`src/rtl/adder27_pkg.sv`:
```
// +---------------------------------------------------------------------------+
// | adder27_pkg : shared state encoding, tree constants, round-robin picker   |
// | Revision    : 1.0                                                         |
// +---------------------------------------------------------------------------+
`default_nettype none

package adder27_pkg;

    typedef enum logic [0:0] {
        IDLE  = 1'b0,
        GRANT = 1'b1
    } state_t;

    localparam int NUM_INPUTS = 27;
    localparam int SUM_GUARD  = 5;
    localparam int MAX_REQ    = 8;

    // Reverse scan so the first valid requester at or after ptr wins.
    function automatic logic [2:0] rr_pick(input logic [MAX_REQ-1:0] valid,
                                           input logic [2:0]         ptr,
                                           input int                 num_req);
        logic [2:0] pick;
        int         idx;
        pick = ptr;
        for (int k = MAX_REQ - 1; k >= 0; k--) begin
            if (k < num_req) begin
                idx = (int'(ptr) + k) % num_req;
                if (valid[idx[2:0]]) begin
                    pick = idx[2:0];
                end
            end
        end
        return pick;
    endfunction

endpackage

`default_nettype wire

```
`src/rtl/adder27_rr_scheduler_if.sv`:
```
// +---------------------------------------------------------------------------+
// | adder27_rr_scheduler_if : requester/result bundle; ADDER27_SAT_EN adds    |
// | the sticky sat_flag. Revision : 1.0                                       |
// +---------------------------------------------------------------------------+
`default_nettype none

interface adder27_rr_scheduler_if #(
    parameter int NUM_REQ    = 4,
    parameter int DATA_WIDTH = 14
);
    import adder27_pkg::*;

    localparam int ID_W = $clog2(NUM_REQ);

    logic [NUM_REQ-1:0]                       req_valid;
    logic [NUM_REQ-1:0]                       req_ready;
    logic [NUM_REQ-1:0]                       req_last;
    logic [NUM_REQ*NUM_INPUTS*DATA_WIDTH-1:0] req_data;
    logic                                     res_valid;
    logic [ID_W-1:0]                          res_id;
    logic                                     res_last;
    logic [DATA_WIDTH-1:0]                    res_data;
    logic                                     busy;
`ifdef ADDER27_SAT_EN
    logic                                     sat_flag;

    modport master (output req_valid, req_last, req_data,
                    input  req_ready, res_valid, res_id, res_last, res_data, busy, sat_flag);
    modport slave  (input  req_valid, req_last, req_data,
                    output req_ready, res_valid, res_id, res_last, res_data, busy, sat_flag);
`else
    modport master (output req_valid, req_last, req_data,
                    input  req_ready, res_valid, res_id, res_last, res_data, busy);
    modport slave  (input  req_valid, req_last, req_data,
                    output req_ready, res_valid, res_id, res_last, res_data, busy);
`endif

endinterface

`default_nettype wire

```
`src/rtl/adder27_pipe.sv`:
```
// +---------------------------------------------------------------------------+
// | adder27_pipe : 27-operand balanced adder tree with ID/last sideband;      |
// | wraps or (ADDER27_SAT_EN) saturates at the output stage. Revision : 1.0   |
// +---------------------------------------------------------------------------+
`default_nettype none

module adder27_pipe
    import adder27_pkg::*;
#(
    parameter int DATA_WIDTH = 14,
    parameter int ID_W       = 2,
    parameter int PIPE_LAT   = 5
) (
    input  wire logic                           clk,
    input  wire logic                           rst,
    input  wire logic                           in_valid_i,
    input  wire logic [ID_W-1:0]                in_id_i,
    input  wire logic                           in_last_i,
    input  wire logic [NUM_INPUTS*DATA_WIDTH-1:0] in_data_i,
    output logic                                res_valid_o,
    output logic [ID_W-1:0]                     res_id_o,
    output logic                                res_last_o,
    output logic [DATA_WIDTH-1:0]               res_data_o,
`ifdef ADDER27_SAT_EN
    output logic                                sat_flag_o,
`endif
    output logic                                busy_o
);

    localparam int SUM_W = DATA_WIDTH + SUM_GUARD;
    localparam logic [SUM_W-1:0] DATA_MAX = SUM_W'((1 << DATA_WIDTH) - 1);

    logic [SUM_W-1:0]      opnd   [NUM_INPUTS];
    logic [SUM_W-1:0]      lvl1_d [14];
    logic [SUM_W-1:0]      lvl1_q [14];
    logic [SUM_W-1:0]      lvl2_d [7];
    logic [SUM_W-1:0]      lvl2_q [7];
    logic [SUM_W-1:0]      lvl3_d [4];
    logic [SUM_W-1:0]      lvl3_q [4];
    logic [SUM_W-1:0]      lvl4_d [2];
    logic [SUM_W-1:0]      lvl4_q [2];
    logic [SUM_W-1:0]      lvl5_d;
    logic [SUM_W-1:0]      lvl5_q;
    logic [PIPE_LAT-1:0]   vld_q;
    logic [PIPE_LAT-1:0]   last_q;
    logic [ID_W-1:0]       id_q   [PIPE_LAT];
    logic [DATA_WIDTH-1:0] final_data;

    // Odd leftovers at levels 1 and 3 ride through unpaired.
    always_comb begin
        for (int i = 0; i < NUM_INPUTS; i++) begin
            opnd[i] = SUM_W'(in_data_i[i*DATA_WIDTH +: DATA_WIDTH]);
        end
        for (int j = 0; j < 13; j++) lvl1_d[j] = opnd[2*j] + opnd[2*j+1];
        lvl1_d[13] = opnd[26];
        for (int j = 0; j < 7; j++) lvl2_d[j] = lvl1_q[2*j] + lvl1_q[2*j+1];
        for (int j = 0; j < 3; j++) lvl3_d[j] = lvl2_q[2*j] + lvl2_q[2*j+1];
        lvl3_d[3] = lvl2_q[6];
        for (int j = 0; j < 2; j++) lvl4_d[j] = lvl3_q[2*j] + lvl3_q[2*j+1];
        lvl5_d = lvl4_q[0] + lvl4_q[1];
    end

`ifdef ADDER27_SAT_EN
    logic over;
    assign over       = (lvl5_q > DATA_MAX);
    assign final_data = over ? DATA_MAX[DATA_WIDTH-1:0] : lvl5_q[DATA_WIDTH-1:0];
`else
    logic unused_hi;
    assign unused_hi  = ^{lvl5_q[SUM_W-1:DATA_WIDTH], DATA_MAX};
    assign final_data = lvl5_q[DATA_WIDTH-1:0];
`endif

    always_ff @(posedge clk or negedge rst) begin
        if (!rst) begin
            lvl1_q      <= '{default: '0};
            lvl2_q      <= '{default: '0};
            lvl3_q      <= '{default: '0};
            lvl4_q      <= '{default: '0};
            lvl5_q      <= '0;
            vld_q       <= '0;
            last_q      <= '0;
            id_q        <= '{default: '0};
            res_valid_o <= 1'b0;
            res_id_o    <= '0;
            res_last_o  <= 1'b0;
            res_data_o  <= '0;
`ifdef ADDER27_SAT_EN
            sat_flag_o  <= 1'b0;
`endif
        end else begin
            lvl1_q <= lvl1_d;
            lvl2_q <= lvl2_d;
            lvl3_q <= lvl3_d;
            lvl4_q <= lvl4_d;
            lvl5_q <= lvl5_d;
            vld_q  <= {vld_q[PIPE_LAT-2:0], in_valid_i};
            last_q <= {last_q[PIPE_LAT-2:0], in_last_i};
            for (int p = PIPE_LAT - 1; p > 0; p--) id_q[p] <= id_q[p-1];
            id_q[0]     <= in_id_i;
            res_valid_o <= vld_q[PIPE_LAT-1];
            // Result fields hold between strobes.
            if (vld_q[PIPE_LAT-1]) begin
                res_id_o   <= id_q[PIPE_LAT-1];
                res_last_o <= last_q[PIPE_LAT-1];
                res_data_o <= final_data;
`ifdef ADDER27_SAT_EN
                if (over) sat_flag_o <= 1'b1;
`endif
            end
        end
    end

    assign busy_o = (|vld_q) | res_valid_o;

endmodule

`default_nettype wire

```
`src/rtl/adder27_rr_scheduler.sv`:
```
// +---------------------------------------------------------------------------+
// | adder27_rr_scheduler : round-robin burst arbiter feeding a shared 27-in   |
// | adder tree; ADDER27_SAT_EN selects saturation. Revision : 1.0             |
// +---------------------------------------------------------------------------+
`default_nettype none

module adder27_rr_scheduler
    import adder27_pkg::*;
#(
    parameter int NUM_REQ    = 4,
    parameter int DATA_WIDTH = 14,
    parameter int PIPE_LAT   = 5
) (
    input  wire logic             clk,
    input  wire logic             rst,
    adder27_rr_scheduler_if.slave bus
);

    localparam int ID_W   = $clog2(NUM_REQ);
    localparam int BEAT_W = NUM_INPUTS * DATA_WIDTH;

    state_t              state_q, state_d;
    logic [ID_W-1:0]     rr_ptr_q, rr_ptr_d;
    logic [ID_W-1:0]     grant_q, grant_d;
    logic [NUM_REQ-1:0]  ready;
    logic                accept;
    logic [MAX_REQ-1:0]  valid_ext;
    logic [2:0]          pick_full;
    logic [BEAT_W-1:0]   beat_data;
    logic                pipe_busy;

    always_comb begin
        valid_ext = '0;
        for (int r = 0; r < NUM_REQ; r++) valid_ext[r] = bus.req_valid[r];
        pick_full = rr_pick(valid_ext, 3'(rr_ptr_q), NUM_REQ);
    end

    always_ff @(posedge clk or negedge rst) begin
        if (!rst) begin
            state_q  <= IDLE;
            rr_ptr_q <= '0;
            grant_q  <= '0;
        end else begin
            state_q  <= state_d;
            rr_ptr_q <= rr_ptr_d;
            grant_q  <= grant_d;
        end
    end

    // The IDLE cycle between bursts is the arbitration slot.
    always_comb begin
        state_d  = state_q;
        rr_ptr_d = rr_ptr_q;
        grant_d  = grant_q;
        ready    = '0;
        accept   = 1'b0;
        case (state_q)
            IDLE: begin
                if (|bus.req_valid) begin
                    grant_d = pick_full[ID_W-1:0];
                    state_d = GRANT;
                end
            end
            GRANT: begin
                ready[grant_q] = 1'b1;
                if (bus.req_valid[grant_q]) begin
                    accept = 1'b1;
                    if (bus.req_last[grant_q]) begin
                        state_d  = IDLE;
                        rr_ptr_d = (grant_q == ID_W'(NUM_REQ - 1)) ? '0 : grant_q + ID_W'(1);
                    end
                end
            end
            default: state_d = IDLE;
        endcase
    end

    always_comb begin
        beat_data = bus.req_data[int'(grant_q)*BEAT_W +: BEAT_W];
    end

    adder27_pipe #(
        .DATA_WIDTH (DATA_WIDTH),
        .ID_W       (ID_W),
        .PIPE_LAT   (PIPE_LAT)
    ) u_pipe (
        .clk         (clk),
        .rst         (rst),
        .in_valid_i  (accept),
        .in_id_i     (grant_q),
        .in_last_i   (bus.req_last[grant_q]),
        .in_data_i   (beat_data),
        .res_valid_o (bus.res_valid),
        .res_id_o    (bus.res_id),
        .res_last_o  (bus.res_last),
        .res_data_o  (bus.res_data),
`ifdef ADDER27_SAT_EN
        .sat_flag_o  (bus.sat_flag),
`endif
        .busy_o      (pipe_busy)
    );

    assign bus.req_ready = ready;
    assign bus.busy      = (state_q == GRANT) | pipe_busy;

endmodule

`default_nettype wire

```
`src/flat_wrapper.sv`:
```
// flat-port wrapper written by rule: the top's interface ports become plain ports
module adder27_rr_scheduler_flat import adder27_pkg::*;
#(
    parameter int NUM_REQ    = 4,
    parameter int DATA_WIDTH = 14,
    parameter int PIPE_LAT   = 5
)
  (clk, rst, bus_req_valid, bus_req_last, bus_req_data, bus_req_ready, bus_res_valid, bus_res_id, bus_res_last, bus_res_data, bus_busy);
  adder27_rr_scheduler_if #(.NUM_REQ(NUM_REQ), .DATA_WIDTH(DATA_WIDTH)) bus_i ();
  input  wire logic clk;
  input  wire logic rst;
  input wire logic [$bits(bus_i.req_valid)-1:0] bus_req_valid;
  input wire logic [$bits(bus_i.req_last)-1:0] bus_req_last;
  input wire logic [$bits(bus_i.req_data)-1:0] bus_req_data;
  output wire logic [$bits(bus_i.req_ready)-1:0] bus_req_ready;
  output wire logic [$bits(bus_i.res_valid)-1:0] bus_res_valid;
  output wire logic [$bits(bus_i.res_id)-1:0] bus_res_id;
  output wire logic [$bits(bus_i.res_last)-1:0] bus_res_last;
  output wire logic [$bits(bus_i.res_data)-1:0] bus_res_data;
  output wire logic [$bits(bus_i.busy)-1:0] bus_busy;
  assign bus_i.req_valid = bus_req_valid;
  assign bus_i.req_last = bus_req_last;
  assign bus_i.req_data = bus_req_data;
  assign bus_req_ready = bus_i.req_ready;
  assign bus_res_valid = bus_i.res_valid;
  assign bus_res_id = bus_i.res_id;
  assign bus_res_last = bus_i.res_last;
  assign bus_res_data = bus_i.res_data;
  assign bus_busy = bus_i.busy;
  adder27_rr_scheduler #(.NUM_REQ(NUM_REQ), .DATA_WIDTH(DATA_WIDTH), .PIPE_LAT(PIPE_LAT)) u_core (.clk(clk), .rst(rst), .bus(bus_i));
endmodule
```
`config.mk`:
```
export PLATFORM = sky130hd
export DESIGN_NAME = adder27_rr_scheduler_flat
export DESIGN_NICKNAME = d
export VERILOG_FILES = /design/src/rtl/adder27_pkg.sv /design/src/rtl/adder27_rr_scheduler_if.sv /design/src/rtl/adder27_pipe.sv /design/src/rtl/adder27_rr_scheduler.sv /design/src/flat_wrapper.sv
export SDC_FILE = /design/constraint.sdc
export NUM_CORES = 1
export LEC_CHECK = 0
export ABC_AREA = 1
export CAP_MARGIN = 15
export CORE_AREA = 2 2 595 597
export DETAILED_ROUTE_END_ITERATION = 16
export DIE_AREA = 0 0 597 599
export PLACE_DENSITY_LB_ADDON = 0.2
export SYNTH_ARGS = -nofsm -noshare
export SYNTH_HDL_FRONTEND = slang
export SYNTH_SLANG_ARGS = --single-unit
```
`constraint.sdc`:
```
create_clock -name clk -period 5.2 [get_ports clk]
set_input_delay 0.52 -clock clk [delete_from_list [all_inputs] [get_ports clk]]
set_output_delay 0.52 -clock clk [all_outputs]
set_load 0.01 [all_outputs]
```
Word level (Yosys, flattened, before mapping). Index checks and enable logic that the tools add are counted.

$add $sub $neg: 30. $mul: 1. $lt $le $gt $ge: 6. Equal/unequal tests: 1. Shift operators: 1. Mux-type cells: 26. Bitwise gates (word level): 6. Reductions and logical operators: 8.

Operators with widths (count): $shiftx A1512 B32 Y378 (1); $add A14 B14 Y14 (26); $lt A3 B4 Y1 const B (3); $mux W1 (12); $mul A2 B8 Y10 const B (1); $mux W2 (5); $bmux W1 S3 (3); $bmux W1 S2 (3); $reduce_or A2 Y1 (3); $reduce_or A5 Y1 (1); $add A2 B1 Y2 const B (2); $add A2 B2 Y2 const B (2); $lt A2 B4 Y1 const B (1); $mux W4 (1); $reduce_or A4 Y1 (1); $and A1 B1 Y1 const A (3); $lt A2 B3 Y1 const B (1); $reduce_and A3 Y1 (1); $demux W1 S2 (1); $eq A2 B2 Y1 const B (1); $ge A2 B1 Y1 const B (1); $or A1 B1 Y1 (2); $pmux W1 S2 (1); $reduce_and A2 Y1 (1); other kinds (2) (2).

Flip-flop bits (word level): 435. Bits of input ports: 1522. Output and inout bits: 23. Word-level logic and storage cells: 121.

Logic depth before layout (Yosys ltp).
Depth in word-level cells: 9. Depth in mapped cells: 17.

By module. From an unflattened synthesis, not the netlist that was laid out.

Cell total of the unflattened synthesis: 6480. Area total of the unflattened synthesis: 41901.4 µm².

By module, submodules not included: adder27_pipe (times used 1, cells an instance 4241, area each 31109.8 µm²); adder27_rr_scheduler (times used 1, cells an instance 2239, area each 10791.6 µm²).

Worst setup path after synthesis. No wires, ideal clock.

Path kind: register to register. Start: register u_core.grant_q[0]. End: register u_core.u_pipe.lvl1_q[240] in the netlist's numbering. Setup time: 0.079 ns. Arrival time: 2.718 ns. Slack: 2.403 ns. Cell stages (with the launch flop): 16. Clock period less this slack: 2.797 ns. Cell sequence: dfrtp_1 buf_4 inv_4 buf_6 buf_6 buf_4 buf_2 nor2_1 o22ai_1 ha_1 inv_1 fa_1 o21ai_0 nand3_1 nand3_1 xor2_1.

RTL lines: start: declaration (line adder27_rr_scheduler.sv:24) `logic [ID_W-1:0] grant_q, grant_d;`; start signal: assignment (line adder27_rr_scheduler.sv:46) `grant_q <= grant_d;`; end signal: assignment (line adder27_pipe.sv:91) `lvl1_q <= lvl1_d;`; end: declaration (line adder27_pipe.sv:35) `logic [SUM_W-1:0] lvl1_q [14];`.

==> flow_summary_export.csv <==
group,metric,value,unit
routing,firstDrtPassIters,6,
global_route,grt-ovfl-total,0,
routing,vias,47200,
setup_path,critPathTopFamily,"compound AO/OA/AOI/OAI gates",
finish,utilization,17.5,%
finish,drive_above_1_share,3.37,%
routing,vias_per_cell,4.09,
setup_path,crit_chain,"inv_16 > buf_4 > o21ai_0 > o22ai_1 > ha_1 > a21oi_1 > nor2_1 > nor2_1 > nor2_1 > nor2_1 > nand2_1 > nand3_1 > nand2_1",
yosys,synth_cell_types,37,
clock_network,post_cts_resize_count,0,
placed_design,routabilityCongestion,0.949,
global_route,grt_pass1_vias,47500,
power,p_seq_share,14.6,%
placed_design,dp_slack,1.16,ns
clock_network,clock_latency,0.76,ns
sta,rsz0062_at_grt,"no",
clock_network,cts_tree,"built",
finish,final_nets,8690,
setup_path,cp-end-kind,"flip-flop",
power,p_leak,24.8,nW
placed_design,hpwlAfterDp,329000,um
yosys,ys.flop_type,"dfrtp_1",
sta,hold_violations,0,
sta,relSlewSlack,17.1,%
routing,routed_wl,375000,um
power,p_per_area,811,mW/mm^2
floorplan,die_x,597,um
clock_network,cts.clk_slew.worst_paths,0.06,ns
power,p_sw,28.4,mW
setup_path,crit_type,"reg2reg",
routing,drt_iter0_drc,4217,
sta,period_share,81.8,%
hold_path,hp-class,"in2async",
sta,finClkSkew,0.0407,ns
setup_path,reg2reg_depth,13,
setup_path,crit_buf_inv,2,
floorplan,core,0.351,sq mm
setup_path,slowest_stage,"dfrtp_4",
global_route,grt_pass1_wl,477000,um
floorplan,start_util,10.9,%
placed_design,dp.cells,11400,
setup_path,r2r_slack,0.94,ns
clock_network,numCtsBuffers,61,
setup_path,arrival,4.87,ns
yosys,avgSynthCellArea,7.11,sq um
yosys,synth_edf_count,0,
power,switching_share,57.0,%
sta,tightest_slew,1.24,ns
setup_path,cp-start-kind,"flip-flop",
clock_network,cts.sinks,435,
power,peakVddDrop,589,uV
sta,setup_ws,0.944,ns
finish,final_cell_area,0.0614,sq mm
clock_network,clockBufferDepth,3,
setup_path,timing.rr.end,"u_core.u_pipe.lvl1_q[260]$_DFF_PN0_",
sta,slew_violations,0,
routing,ant_nets,0,
yosys,async_flop_share,100,%
sta,setup_viol,0,
floorplan,io_pins,1545,
placed_design,place_area,0.0590,sq mm
floorplan,dieArea,0.358,sq mm
power,power,49.8,mW
yosys,syn-instance-count,5399,
finish,areaGrowthSynthToFinish,60.1,%
run_status,status,"finished, final reports clean",
power,p_clk_share,9.6,%
setup_path,cpMostUsedCell,"nor2_1",
clock_network,cts_htree_levels,2,
yosys,synth-seq-area-share,28.4,%
floorplan,die_height,599,um
floorplan,row_count,218,
job,maxCapViolations,0,
setup_path,worstPathMaxFanout,129,
routing,wl_per_cell,32.5,um
sta,min_period,4.26,ns
global_route,antenna_found_initial,332,
sta,fmax,235,MHz
finish,fin_cells,11500,
global_route,track_usage,20.1,%
sta,hold_ws,0.294,ns
placed_design,numPortBuffers,1544,
yosys,synth_area,0.0384,sq mm
power,pwr-share-comb,75.7,%
sta,setup-tns-final,0,ns
yosys,synth_fp_nets,7289,
setup_path,cpPeakStageDelay,0.60,ns
routing,drcViolationCount,0,
power,p_int,21.4,mW
global_route,grt_max_degree,160,
clock_network,cts_root_buf,"clkbuf_16",
yosys,yosysWarnings,0,
setup_path,r2r_start,"u_core.grant_q[0]$_DFFE_PN0P_",
yosys,ys_seq_elements,435,
setup_path,cp.required,5.82,ns
[state kept, by name, indices dropped and copies added (netlist names)]
name,count
u_core.u_pipe.res_data_o,14
u_core.u_pipe.vld_q,5
u_core.state_q,1
u_core.u_pipe.res_valid_o,1
u_core.u_pipe.res_last_o,1
u_core.u_pipe.lvl5_q,14
u_core.grant_q,2
u_core.u_pipe.res_id_o,2
u_core.u_pipe.lvl2_q,98
u_core.u_pipe.last_q,5
u_core.u_pipe.lvl4_q,28
u_core.rr_ptr_q,2
u_core.u_pipe.id_q,10
u_core.u_pipe.lvl3_q,56
u_core.u_pipe.lvl1_q,196
[worst max path at each step]
stage / from / end / slack [ns] / cells after the start
2_1_floorplan: u_core.grant_q[0]$_DFFE_PN0P_ / u_core.u_pipe.lvl1_q[240]$_DFF_PN0_ / 2.40 / 15
3_3_place_gp: u_core.grant_q[0]$_DFFE_PN0P_ / u_core.u_pipe.lvl1_q[221]$_DFF_PN0_ / 1.20 / 11
3_5_place_dp: u_core.grant_q[0]$_DFFE_PN0P_ / u_core.u_pipe.lvl1_q[221]$_DFF_PN0_ / 1.16 / 11
4_1_cts: u_core.grant_q[0]$_DFFE_PN0P_ / bus_req_ready[2] / 1.06 / 6
5_1_grt: u_core.grant_q[0]$_DFFE_PN0P_ / u_core.u_pipe.lvl1_q[217]$_DFF_PN0_ / 0.86 / 10
6_report: u_core.grant_q[0]$_DFFE_PN0P_ / u_core.u_pipe.lvl1_q[260]$_DFF_PN0_ / 0.94 / 13
[power groups by stage]
stage                     sequential, mW  combinational (mW)  clock (mW)
final                               7.29                37.7        4.79
after detailed placement            7.40                37.9           0
after global routing                7.49                41.7        5.11
after floorplan                     6.29                23.6           0
after global placement              7.43                38.2           0
after CTS                           7.38                38.1        5.02
[worst register-to-register path, cell delays in order (launching register included)]
cell and delay, ns:
dfrtp_4 0.60, inv_16 0.35, buf_4 1.05, o21ai_0 0.32, o22ai_1 0.43, ha_1 0.42, a21oi_1 0.27, nor2_1 0.06
nor2_1 0.23, nor2_1 0.07, nor2_1 0.14, nand2_1 0.07, nand3_1 0.06, nand2_1 0.06
[synthesized netlist by cell type, types with 14 or more instances]
master	n	area [sq um]
nor2_1	1014	3810
inv_1	216	811
ha_1	342	4280
fa_1	26	521
nand3b_1	14	105
o21ai_0	750	3750
buf_2	74	370
nand4_1	14	87.6
nand3_1	311	1560
dfrtp_1	435	10900
or2_2	26	163
o21bai_1	24	180
o22ai_1	327	2050
mux2_2	17	191
nand2_1	789	2960
xnor2_1	117	1020
clkbuf_1	148	556
a31oi_1	27	169
a21oi_1	321	1610
o21ai_1	46	230
xor2_1	197	1730
buf_4	31	233
a21o_1	52	390
a32oi_1	17	149
[routing by layer]
metal,wire length [um],global-route usage (%),vias to the layer above
li1,-,-,21500
met1,169000,26.8,22800
met2,165000,31.7,2121
met3,32700,6.63,593
met4,7350,3.80,146
met5,912,0,-
[cells by family after synthesis]
group	count (synthesis)	share of synthesized area (%)
buf+inv	483	5.48
compound gates	1600	23.2
simple gates	2182	22.8
flops	435	28.4
mux	17	0.499
fa+ha+maj	368	12.5
xor+xnor	314	7.17
[layout by cell type (no fill, tap or decap), types with 3 or more instances in the layout]
master,Yosys,routed
clkdlybuf4s50_1,0,1543
nor2_1,1014,1014
nand2_1,789,789
o21ai_0,750,749
dfrtp_1,435,433
ha_1,342,342
o22ai_1,327,326
a21oi_1,321,321
nand3_1,311,311
inv_1,216,216
xor2_1,197,197
xnor2_1,117,117
clkbuf_16,0,61
diode_2,0,60
a21o_1,52,52
o21ai_1,46,47
buf_4,31,41
a31oi_1,27,27
or2_2,26,26
fa_1,26,26
o21bai_1,24,24
a32oi_1,17,17
mux2_2,17,17
buf_12,0,17
nand4_1,14,14
nand3b_1,14,14
clkinv_2,0,14
a211oi_1,12,12
bufinv_16,0,12
nor3_1,11,11
clkbuf_1,148,10
a32oi_2,9,9
o21ai_2,8,8
clkbuf_8,0,7
a21boi_0,6,6
clkinv_16,0,3
inv_6,0,3
clkinv_4,0,3
[cell type report]
type,instances,area [sq um]
repair buffers,1603,16100
inverters,218,842
diodes,60,150
clock buffers,78,1660
well taps,4620,5780
fillers,40000,290000
clock inverters,37,592
multi-input cells,4481,25400
flip-flops and latches,435,10900
[timing repair]
| action | CTS | global route |
|---|---|---|
| buffers inserted | 0 | 0 |
| hold buffers | 1 | 0 |
| hold endpoints to repair | 33 | 0 |
No activity file was read; power rests on OpenSTA's default activity.
